## src/rtl/hazard_ctrl.sv

```systemverilog
`default_nettype none
// ============================================================================
//  Module   : hazard_ctrl
//  Purpose  : Hazard controller for a 5-stage ARM pipeline. Keeps a shadow
//             scoreboard of the instructions in ID/EX, EX/MEM and MEM/WB and
//             from it drives the EX operand forwarding selects, the load-use
//             stall and the taken-branch flush.
//  Ports    : clk, rst            clock, synchronous active-high reset
//             id_*                fields of the instruction currently in ID
//             ex_br_taken         branch in EX resolved taken
//             fwd_a, fwd_b        00 regfile, 01 EX/MEM, 10 MEM/WB
//             pc_stall, if_id_stall, if_id_flush, id_ex_bubble
//             state               00 RUN, 01 LU_STALL, 10 FLUSH (informational)
//             stall_cnt, flush_cnt  (only with HAZARD_PERF_CNT_EN defined)
//  Config   : HAZARD_PERF_CNT_EN adds 32-bit stall/flush event counters.
//  Revision : 1.0  initial release
// ============================================================================
module hazard_ctrl (
    input  logic       clk,
    input  logic       rst,
    input  logic       id_valid,
    input  logic [4:0] id_rn,
    input  logic [4:0] id_rb,
    input  logic       id_use_a,
    input  logic       id_use_b,
    input  logic [4:0] id_rd,
    input  logic       id_reg_write,
    input  logic       id_mem_read,
    input  logic       ex_br_taken,
    output logic [1:0] fwd_a,
    output logic [1:0] fwd_b,
    output logic       pc_stall,
    output logic       if_id_stall,
    output logic       if_id_flush,
    output logic       id_ex_bubble,
    output logic [1:0] state
`ifdef HAZARD_PERF_CNT_EN
    ,
    output logic [31:0] stall_cnt,
    output logic [31:0] flush_cnt
`endif
);

    localparam logic [4:0] c_XZR         = 5'd31;
    localparam logic [1:0] c_ST_RUN      = 2'b00;
    localparam logic [1:0] c_ST_LU_STALL = 2'b01;
    localparam logic [1:0] c_ST_FLUSH    = 2'b10;

    typedef struct packed {
        logic       valid;
        logic [4:0] rd;
        logic [4:0] rn;
        logic [4:0] rb;
        logic       use_a;
        logic       use_b;
        logic       reg_write;
        logic       mem_read;
    } slot_t;

    slot_t      r_ex, r_mem, r_wb;
    logic [1:0] r_state;
    logic [1:0] w_state_nxt;
    logic       w_lu;
    logic       w_flush;

    // True when slot s will write register r; XZR writes are discarded.
    function automatic logic f_writes(input slot_t s, input logic [4:0] r);
        return s.valid & s.reg_write & (s.rd != c_XZR) & (s.rd == r);
    endfunction

    assign w_flush = ex_br_taken;
    assign w_lu    = id_valid & r_ex.mem_read &
                     ((id_use_a & f_writes(r_ex, id_rn)) |
                      (id_use_b & f_writes(r_ex, id_rb)));

    // Scoreboard shift; a bubble enters EX as an all-zero (invalid) slot.
    always_ff @(posedge clk) begin
        if (rst) begin
            r_ex  <= '0;
            r_mem <= '0;
            r_wb  <= '0;
        end else begin
            r_wb  <= r_mem;
            r_mem <= r_ex;
            if (id_ex_bubble) begin
                r_ex <= '0;
            end else begin
                r_ex <= '{valid: id_valid, rd: id_rd, rn: id_rn, rb: id_rb,
                          use_a: id_use_a, use_b: id_use_b,
                          reg_write: id_reg_write, mem_read: id_mem_read};
            end
        end
    end

    // FSM: state register
    always_ff @(posedge clk) begin
        if (rst) begin
            r_state <= c_ST_RUN;
        end else begin
            r_state <= w_state_nxt;
        end
    end

    // FSM: next state. Every event re-enters from any state; flush beats stall.
    always_comb begin
        w_state_nxt = c_ST_RUN;
        if (w_flush) begin
            w_state_nxt = c_ST_FLUSH;
        end else if (w_lu) begin
            w_state_nxt = c_ST_LU_STALL;
        end
    end

    // FSM: outputs. Controls are combinational from inputs and scoreboard;
    // reset forces them all low. On a flush the ID instruction is wrong-path,
    // so a coincident load-use match must not stall.
    always_comb begin
        fwd_a        = 2'b00;
        fwd_b        = 2'b00;
        pc_stall     = 1'b0;
        if_id_stall  = 1'b0;
        if_id_flush  = 1'b0;
        id_ex_bubble = 1'b0;
        if (!rst) begin
            if (r_ex.use_a && f_writes(r_mem, r_ex.rn)) begin
                fwd_a = 2'b01;
            end else if (r_ex.use_a && f_writes(r_wb, r_ex.rn)) begin
                fwd_a = 2'b10;
            end
            if (r_ex.use_b && f_writes(r_mem, r_ex.rb)) begin
                fwd_b = 2'b01;
            end else if (r_ex.use_b && f_writes(r_wb, r_ex.rb)) begin
                fwd_b = 2'b10;
            end
            if (w_flush) begin
                if_id_flush  = 1'b1;
                id_ex_bubble = 1'b1;
            end else if (w_lu) begin
                pc_stall     = 1'b1;
                if_id_stall  = 1'b1;
                id_ex_bubble = 1'b1;
            end
        end
    end

    assign state = r_state;

    // Fields carried for scoreboard completeness but never consulted downstream.
    logic w_unused_fields;
    assign w_unused_fields = ^{r_mem.rn, r_mem.rb, r_mem.use_a, r_mem.use_b,
                               r_mem.mem_read, r_wb.rn, r_wb.rb, r_wb.use_a,
                               r_wb.use_b, r_wb.mem_read};

`ifdef HAZARD_PERF_CNT_EN
    logic [31:0] r_stall_cnt;
    logic [31:0] r_flush_cnt;

    always_ff @(posedge clk) begin
        if (rst) begin
            r_stall_cnt <= '0;
            r_flush_cnt <= '0;
        end else begin
            if (pc_stall) begin
                r_stall_cnt <= r_stall_cnt + 32'd1;
            end
            if (if_id_flush) begin
                r_flush_cnt <= r_flush_cnt + 32'd1;
            end
        end
    end

    assign stall_cnt = r_stall_cnt;
    assign flush_cnt = r_flush_cnt;
`endif

endmodule
`default_nettype wire

```

## config.mk

```make
export PLATFORM = sky130hd
export DESIGN_NAME = hazard_ctrl
export DESIGN_NICKNAME = d
export VERILOG_FILES = /design/src/rtl/hazard_ctrl.sv
export SDC_FILE = /design/constraint.sdc
export NUM_CORES = 1
export LEC_CHECK = 0
export ABC_AREA = 1
export BUFFER_PORTS_ARGS = -buffer_cell sky130_fd_sc_hd__buf_2
export CORE_MARGIN = 3
export CORE_UTILIZATION = 30
export DETAILED_ROUTE_END_ITERATION = 16
export MAX_ROUTING_LAYER = met4
export PLACE_DENSITY = 0.53
export REMOVE_ABC_BUFFERS = 1
export SYNTH_ARGS = -nofsm -noshare
export SYNTH_HDL_FRONTEND = slang
export SYNTH_SLANG_ARGS = --single-unit
```

## constraint.sdc

```tcl
create_clock -name clk -period 1.3 [get_ports clk]
set_clock_uncertainty 0.05 [all_clocks]
set_input_delay 0.13 -clock clk [delete_from_list [all_inputs] [get_ports clk]]
set_output_delay 0.13 -clock clk [all_outputs]
set_load 0.005 [all_outputs]
```

==> results.md, run 1 <==
* Post-route ant nets at 0
* Vias at 1519
* Vias in the first global route at 1444
* Fin nets at 313
* Number of port buffers at 32
* Routed WL at 3780 um
* Setup crit end kind: primary output
* Post-layout worst setup margin at -0.284 ns
* Wirelength per Cell at 10.6 um
* Clk pin slew, worst setup/hold paths at 0.07 ns
* Critical path peak fanout at 4
* Final worst path period need at 1.58 ns
* CP peak stage delay at 0.36 ns
* CP most frequent cell: nand2_2
* Most frequent cells in the layout: nor2_1 (52), nand2_1 (46), inv_1 (34)
* Unique masters post-synth at 24
* CTS tree: built
* Crit Path Category: reg -> out
* Row cnt at 25
* Placed insts at 338
* Placed instance area at between 0.0015 and 0.002 mm2
* Clock root cell: clkbuf_8
* Largest net degree at the start of global routing at 15
* Hold depth at 3
* Area grow syn2layout at 41.9%
* Fin util at between 40% and 50%
* Relative slew slack at 80.1%
* Fin cells at between 300 and 400
* Post-DP HPWL at between 2000 and 3000 um
* DP Worst Slack at -0.0843 ns
* Static Leakage at 1.08 nW
* R2R cell count at 10
* NetSw at 538 uW
* CORE AREA at just under 0.005 mm2
* DRC Markers at 0
* Global Route Usage Sum at 13.3%
* Worst-Skew Late Latency at around 0.28 ns
* Slowest stage cell, crit path: dfxtp_2
* Final Max Slew Viols at 0
* Yosys reg bits at 36
* TritonCTS sink count at 36
* CP bufs+invs at 2
* Synthesized instance count at around 230
* Via density at 4.25
* Io pins at 33
* Flop pwr share at 51.2%
* GP Congestion at between 0.7 and 0.8
* Drt first pass iters at 4
* Ant diodes at 0
* Most common cell after layout, fill and taps aside: nor2_1
* Element type at the critical path start: flop
* Int Pwr at 1.75 mW
* Post-synthesis cell area at 0.00157 mm2
* Peak VDD IR at 0.557 mV
* Peak Freq at 631 MHz
* Layout cells sized above 1 at 36.2%
* Register area share after synthesis at 45.8%
* Hold Slack at roughly 0.021 ns
* Switching share of power at 23.5%
* Clock Tree Buf Depth at 2
* Min-Delay Path Class: in -> reg
* Total Power at 2.29 mW
* Synthesized area per cell at 6.75 um2
* Status: finished with violations
* Clock group share of total power at between 30% and 40%
* Least-Margin Pin Slew at approximately 0.30 ns
* DIE HEIGHT at 78.4 um
* Die area at 0.00615 mm2
* Initial Util at about 32%
* Power Density at 1020 mW/mm2
* Fin. Hold Viols at 0
* Drt initial violations at between 40 and 50
* Synthesis Warnings at 0
* Max-Cap Viols at 0
* First-pass GRT wire length at approximately 6200 um
* Delay-heaviest family, CP: simple AND/OR/NAND/NOR gates
* Grt ovf at 0
* Stages on worst setup path at 9
* Setup tns final at -3.23 ns
* Crit share post-route at 122%
* Width of the die at 78.4 um
* Worst r2r src: r_ex[17]
* Total CTS buffers at 5
* H-tree depth at 2
* Initial antenna violation count at 0
* Crit path DAT at ~1.4 ns
* Min-delay src: id_valid
* Critical Path Source: r_ex[17]
* Failing checks: setup timing
* Critical path cell sequence: inv_4 > nand2_2 > nand2_1 > nor2_1 > nand3_1 > nand2_2 > nand3_4 > nor2_4 > buf_2
* Design area at 0.00223 mm2
* Final count of negative-setup-slack endpoints at 27
* Comb pwr share at 12.0%
* WP data required at 1.12 ns
* RSZ-0062 raised after global routing: true
==> final timing paths <==
path               to  slack [ns]
max          pc_stall       -0.28
max reg2reg  r_ex[10]       -0.10
min          r_ex[19]        0.02
min reg2reg  r_wb[19]        0.37
==> cell type report <==
cell class	count	area [um2]
tap	67	83.8
multi-input combinational	146	734
clock buffer	7	96.3
fill	546	2650
inverter	46	175
timing repair buffer	55	393
sequential	36	749
==> tightest hold or removal path, cell delays in order <==
cell    delay [ns]
buf_2         0.11
inv_1         0.04
nor2_1        0.04
==> cells in the mapped netlist <==
cell      number  area, um2
a21boi_0       1       7.51
nand2_2        1       6.26
nor2_2         1       6.26
xnor2_1        3       26.3
buf_2          1       5.00
o211ai_1       1       7.51
o22ai_1        3       18.8
inv_1         43        161
clkbuf_1       1       3.75
nand4_1        3       18.8
nand3b_1       1       7.51
dfxtp_1       36        721
o21ai_0        3       15.0
buf_4          1       7.51
nand3_1        8       40.0
a22oi_1        1       7.51
a31oi_1        1       6.26
nor3_1         5       25.0
inv_2          3       11.3
nand2_1       52        195
nor2_1        55        206
buf_6          2       22.5
xor2_1         3       26.3
a21oi_1        4       20.0
==> metal layers <==
layer | vias to the layer above | part of all wire, % | routed length, um | GRT usage [%]
met2 | 30 | 49 | 1840 | 21.8
met4 | 0 | 1.8 | 68 | 5.77
met3 | 6 | 4.6 | 174 | 3.67
met5 | - | 0 | 0 | -
met1 | 677 | 45 | 1690 | 15.2
li1 | 806 | - | - | -
==> power groups by stage <==
| stage | combinational (mW) | sequential (mW) | clock (mW) |
|---|---|---|---|
| floorplan | 0.116 | 1.18 | 0 |
| global placement | 0.221 | 1.19 | 0 |
| detailed placement | 0.221 | 1.19 | 0 |
| CTS | 0.247 | 1.17 | 0.878 |
| global route | 0.310 | 1.17 | 0.928 |
| finish | 0.275 | 1.17 | 0.842 |
==> kinds of logic (layout without fill, tap and decap cells) <==
logic type             after synthesis  in the layout  share of synthesized area (%)
AND/OR/NAND/NOR                    126            126                           32.1
buffers and inverters               51            108                           13.4
flip-flops                          36             36                           45.8
AO/OA/AOI/OAI                       14             14                           5.25
XOR/XNOR                             6              6                           3.34
==> registers in the layout, indices dropped and copies added (netlist names) <==
signal  count
r_ex       20
r_mem       7
r_wb        7
state       2
==> what timing repair did <==
action / 4_1_cts / 5_1_grt
setup buffers: 1 / 2
pin swaps: 7 / 11
gates cloned: 0 / 1
gates resized for setup: 22 / 36
setup endpoints to repair: 27 / 27
endpoints found under the hold margin: 8 / 0
hold buffers: 8 / 0
No activity file was read; power rests on OpenSTA's default activity.
==> run 2: changes to the inputs <==
--- a/config.mk
+++ b/config.mk
@@ -6,12 +6,14 @@
 export NUM_CORES = 1
 export LEC_CHECK = 0
 export ABC_AREA = 1
-export BUFFER_PORTS_ARGS = -buffer_cell sky130_fd_sc_hd__buf_2
+export BUFFER_PORTS_ARGS = -buffer_cell sky130_fd_sc_hd__clkbuf_2
+export CELL_PAD_IN_SITES_DETAIL_PLACEMENT = 1
+export CELL_PAD_IN_SITES_GLOBAL_PLACEMENT = 1
 export CORE_MARGIN = 3
-export CORE_UTILIZATION = 30
+export CORE_UTILIZATION = 37
 export DETAILED_ROUTE_END_ITERATION = 16
 export MAX_ROUTING_LAYER = met4
-export PLACE_DENSITY = 0.53
+export PLACE_DENSITY = 0.81
 export REMOVE_ABC_BUFFERS = 1
 export SYNTH_ARGS = -nofsm -noshare
 export SYNTH_HDL_FRONTEND = slang
==> results.md, run 2 (synthesis gave the netlist of run 1 again) <==
* Via density at 4.80 (was 4.25)
* Max-Cap Viols at 0 (unchanged)
* CORE AREA at 0.00406 mm2 (was 0.00488 mm2)
* CTS tree: built (unchanged)
* DRC Markers at 0 (unchanged)
* Routed WL at 5080 um (was 3780 um)
* Relative slew slack at 71.3% (was 80.1%)
* Wirelength per Cell at 14.8 um (was 10.6 um)
* Setup crit end kind: primary output (unchanged)
* Peak Freq at 572 MHz (was 631 MHz)
* Initial Util at 38.8% (was 32.2%)
* Fin nets at 317 (was 313)
* Power Density at 1010 mW/mm2 (was 1020 mW/mm2)
* Post-route ant nets at 0 (unchanged)
* Number of port buffers at 32 (unchanged)
* Largest net degree at the start of global routing at 21 (was 15)
* Ant diodes at 0 (unchanged)
* Fin. Hold Viols at 0 (unchanged)
* Grt ovf at 0 (unchanged)
* CP bufs+invs at 2 (unchanged)
* Global Route Usage Sum at 21.9% (was 13.3%)
* Delay-heaviest family, CP: compound AO/OA/AOI/OAI gates (was simple AND/OR/NAND/NOR gates)
* Critical path cell sequence: buf_4 > a21oi_1 > nand3_4 > nor2_4 > clkbuf_2 (was inv_4 > nand2_2 > nand2_1 > nor2_1 > nand3_1 > nand2_2 > nand3_4 > nor2_4 > buf_2)
* Element type at the critical path start: flop (unchanged)
* Final worst path period need at 1.75 ns (was 1.58 ns)
* Total CTS buffers at 5 (unchanged)
* Layout cells sized above 1 at 44.2% (was 36.2%)
* Crit path DAT at 1.57 ns (was 1.40 ns)
* Clock Tree Buf Depth at 2 (unchanged)
* Vias at 1650 (was 1519)
* Crit Path Category: reg -> out (unchanged)
* Placed insts at 318 (was 338)
* Fin cells at 344 (was 357)
* Design area at 0.00236 mm2 (was 0.00223 mm2)
* Peak VDD IR at 0.974 mV (was 0.557 mV)
* Worst-Skew Late Latency at 0.30 ns (was 0.28 ns)
* Final count of negative-setup-slack endpoints at 28 (was 27)
* Critical path peak fanout at 6 (was 4)
* TritonCTS sink count at 36 (unchanged)
* Width of the die at 71.2 um (was 78.4 um)
* Crit share post-route at 134% (was 122%)
* Post-layout worst setup margin at -0.447 ns (was -0.284 ns)
* Row cnt at 23 (was 25)
* GP Congestion at 0.844 (was 0.770)
* Status: finished with violations (unchanged)
* DIE HEIGHT at 71.2 um (was 78.4 um)
* Die area at 0.00507 mm2 (was 0.00615 mm2)
* First-pass GRT wire length at 8190 um (was 6170 um)
* Placed instance area at 0.00183 mm2 (was 0.00187 mm2)
* Most frequent cells in the layout: nand2_1 (45), nor2_1 (41), inv_1 (33) (was nor2_1 (52), nand2_1 (46), inv_1 (34))
* CP peak stage delay at 0.37 ns (was 0.36 ns)
* Largest Register: r_ex (unchanged)
* Vias in the first global route at 1768 (was 1444)
* Least-Margin Pin Slew at 0.430 ns (was 0.299 ns)
* Failing checks: setup timing (unchanged)
* Slowest stage cell, crit path: a21oi_1 (was dfxtp_2)
* Max reg flops at 20 (unchanged)
* Drt first pass iters at 4 (unchanged)
* Largest registers: r_ex x20, r_mem x7, r_wb x7 (unchanged)
* Hold Slack at 0.0290 ns (was 0.0211 ns)
* RSZ-0062 raised after global routing: true (unchanged)
* Min-Delay Path Class: in -> reg (unchanged)
* Io pins at 33 (unchanged)
* Most common cell after layout, fill and taps aside: nand2_1 (was nor2_1)
* Final Max Slew Viols at 0 (unchanged)
* H-tree depth at 2 (unchanged)
* Clock root cell: clkbuf_8 (unchanged)
* Drt initial violations at 73 (was 48)
* Initial antenna violation count at 0 (unchanged)
* Total Power at 2.39 mW (was 2.29 mW)
* Post-DP HPWL at 3170 um (was 2930 um)
* Area grow syn2layout at 49.9% (was 41.9%)
* WP data required at 1.12 ns (about the same)
* Clk pin slew, worst setup/hold paths at 0.07 ns (about the same)
* Static Leakage at 1.14 nW (was 1.08 nW)
[run 2: cell types whose count changed in the layout (fill, tap and decap cells not counted), moves of 5 or more]
cell,change
buf_2,-28
clkbuf_2,+29
dfxtp_1,-5
nor2_1,-11
nor2_2,+10
[run 2: tightest hold or removal path: stages]
cell and delay [ns]:
clkbuf_2 0.09, inv_1 0.08, nor2_2 0.05
[run 2: report_power, final]
part | internal, mW | switching, mW | total (mW)
Clock | 0.472 | 0.418 | 0.890
Sequential | 1.13 | 0.0345 | 1.17
Combinational | 0.159 | 0.170 | 0.330
[run 2: through the flow]
step | util [%] | setup WS (ns) | setup TNS [ns]
2_1_floorplan | - | 0.0786 | 0
3_3_place_gp | 45.1 | -0.0731 | -1.02
3_5_place_dp | 45.1 | -0.146 | -1.72
4_1_cts | 54.5 | -0.324 | -5.80
5_1_grt | 58.1 | -0.513 | -12.13
6_report | 58.1 | -0.447 | -9.13
[run 2: layout make-up]
cell class	count	area, um2
clock buffer	7	96.3
fill	528	1700
inverter	46	175
multi-input combinational	146	802
sequential	36	763
tap	50	62.6
timing repair buffer	59	458
[run 2: worst paths after layout]
kind | startpoint | end | slack, ns | cells past startpoint
max | r_ex[18] | if_id_stall | -0.45 | 5
min | id_rb[3] | r_ex[7] | 0.03 | 3
max reg2reg | r_ex[15] | r_ex[11] | -0.35 | 13
min reg2reg | r_mem[19] | r_wb[19] | 0.38 | 2
[run 2: metal layers]
layer | share of wire, % | GRT usage [%] | vias up | wire length (um)
met5 | 0 | - | - | 0
met4 | 2.3 | 8.98 | 0 | 117
met3 | 3.4 | 5.26 | 9 | 175
met2 | 54 | 37.9 | 36 | 2750
met1 | 40 | 23.9 | 786 | 2030
li1 | - | - | 819 | -
[run 2: what timing repair did]
item	in CTS	in global routing
endpoints found under the setup margin	27	28
hold buffers	8	0
setup buffers	5	4
pin swaps	11	18
endpoints found under the hold margin	8	0
resized for setup	42	50
cloned	3	0
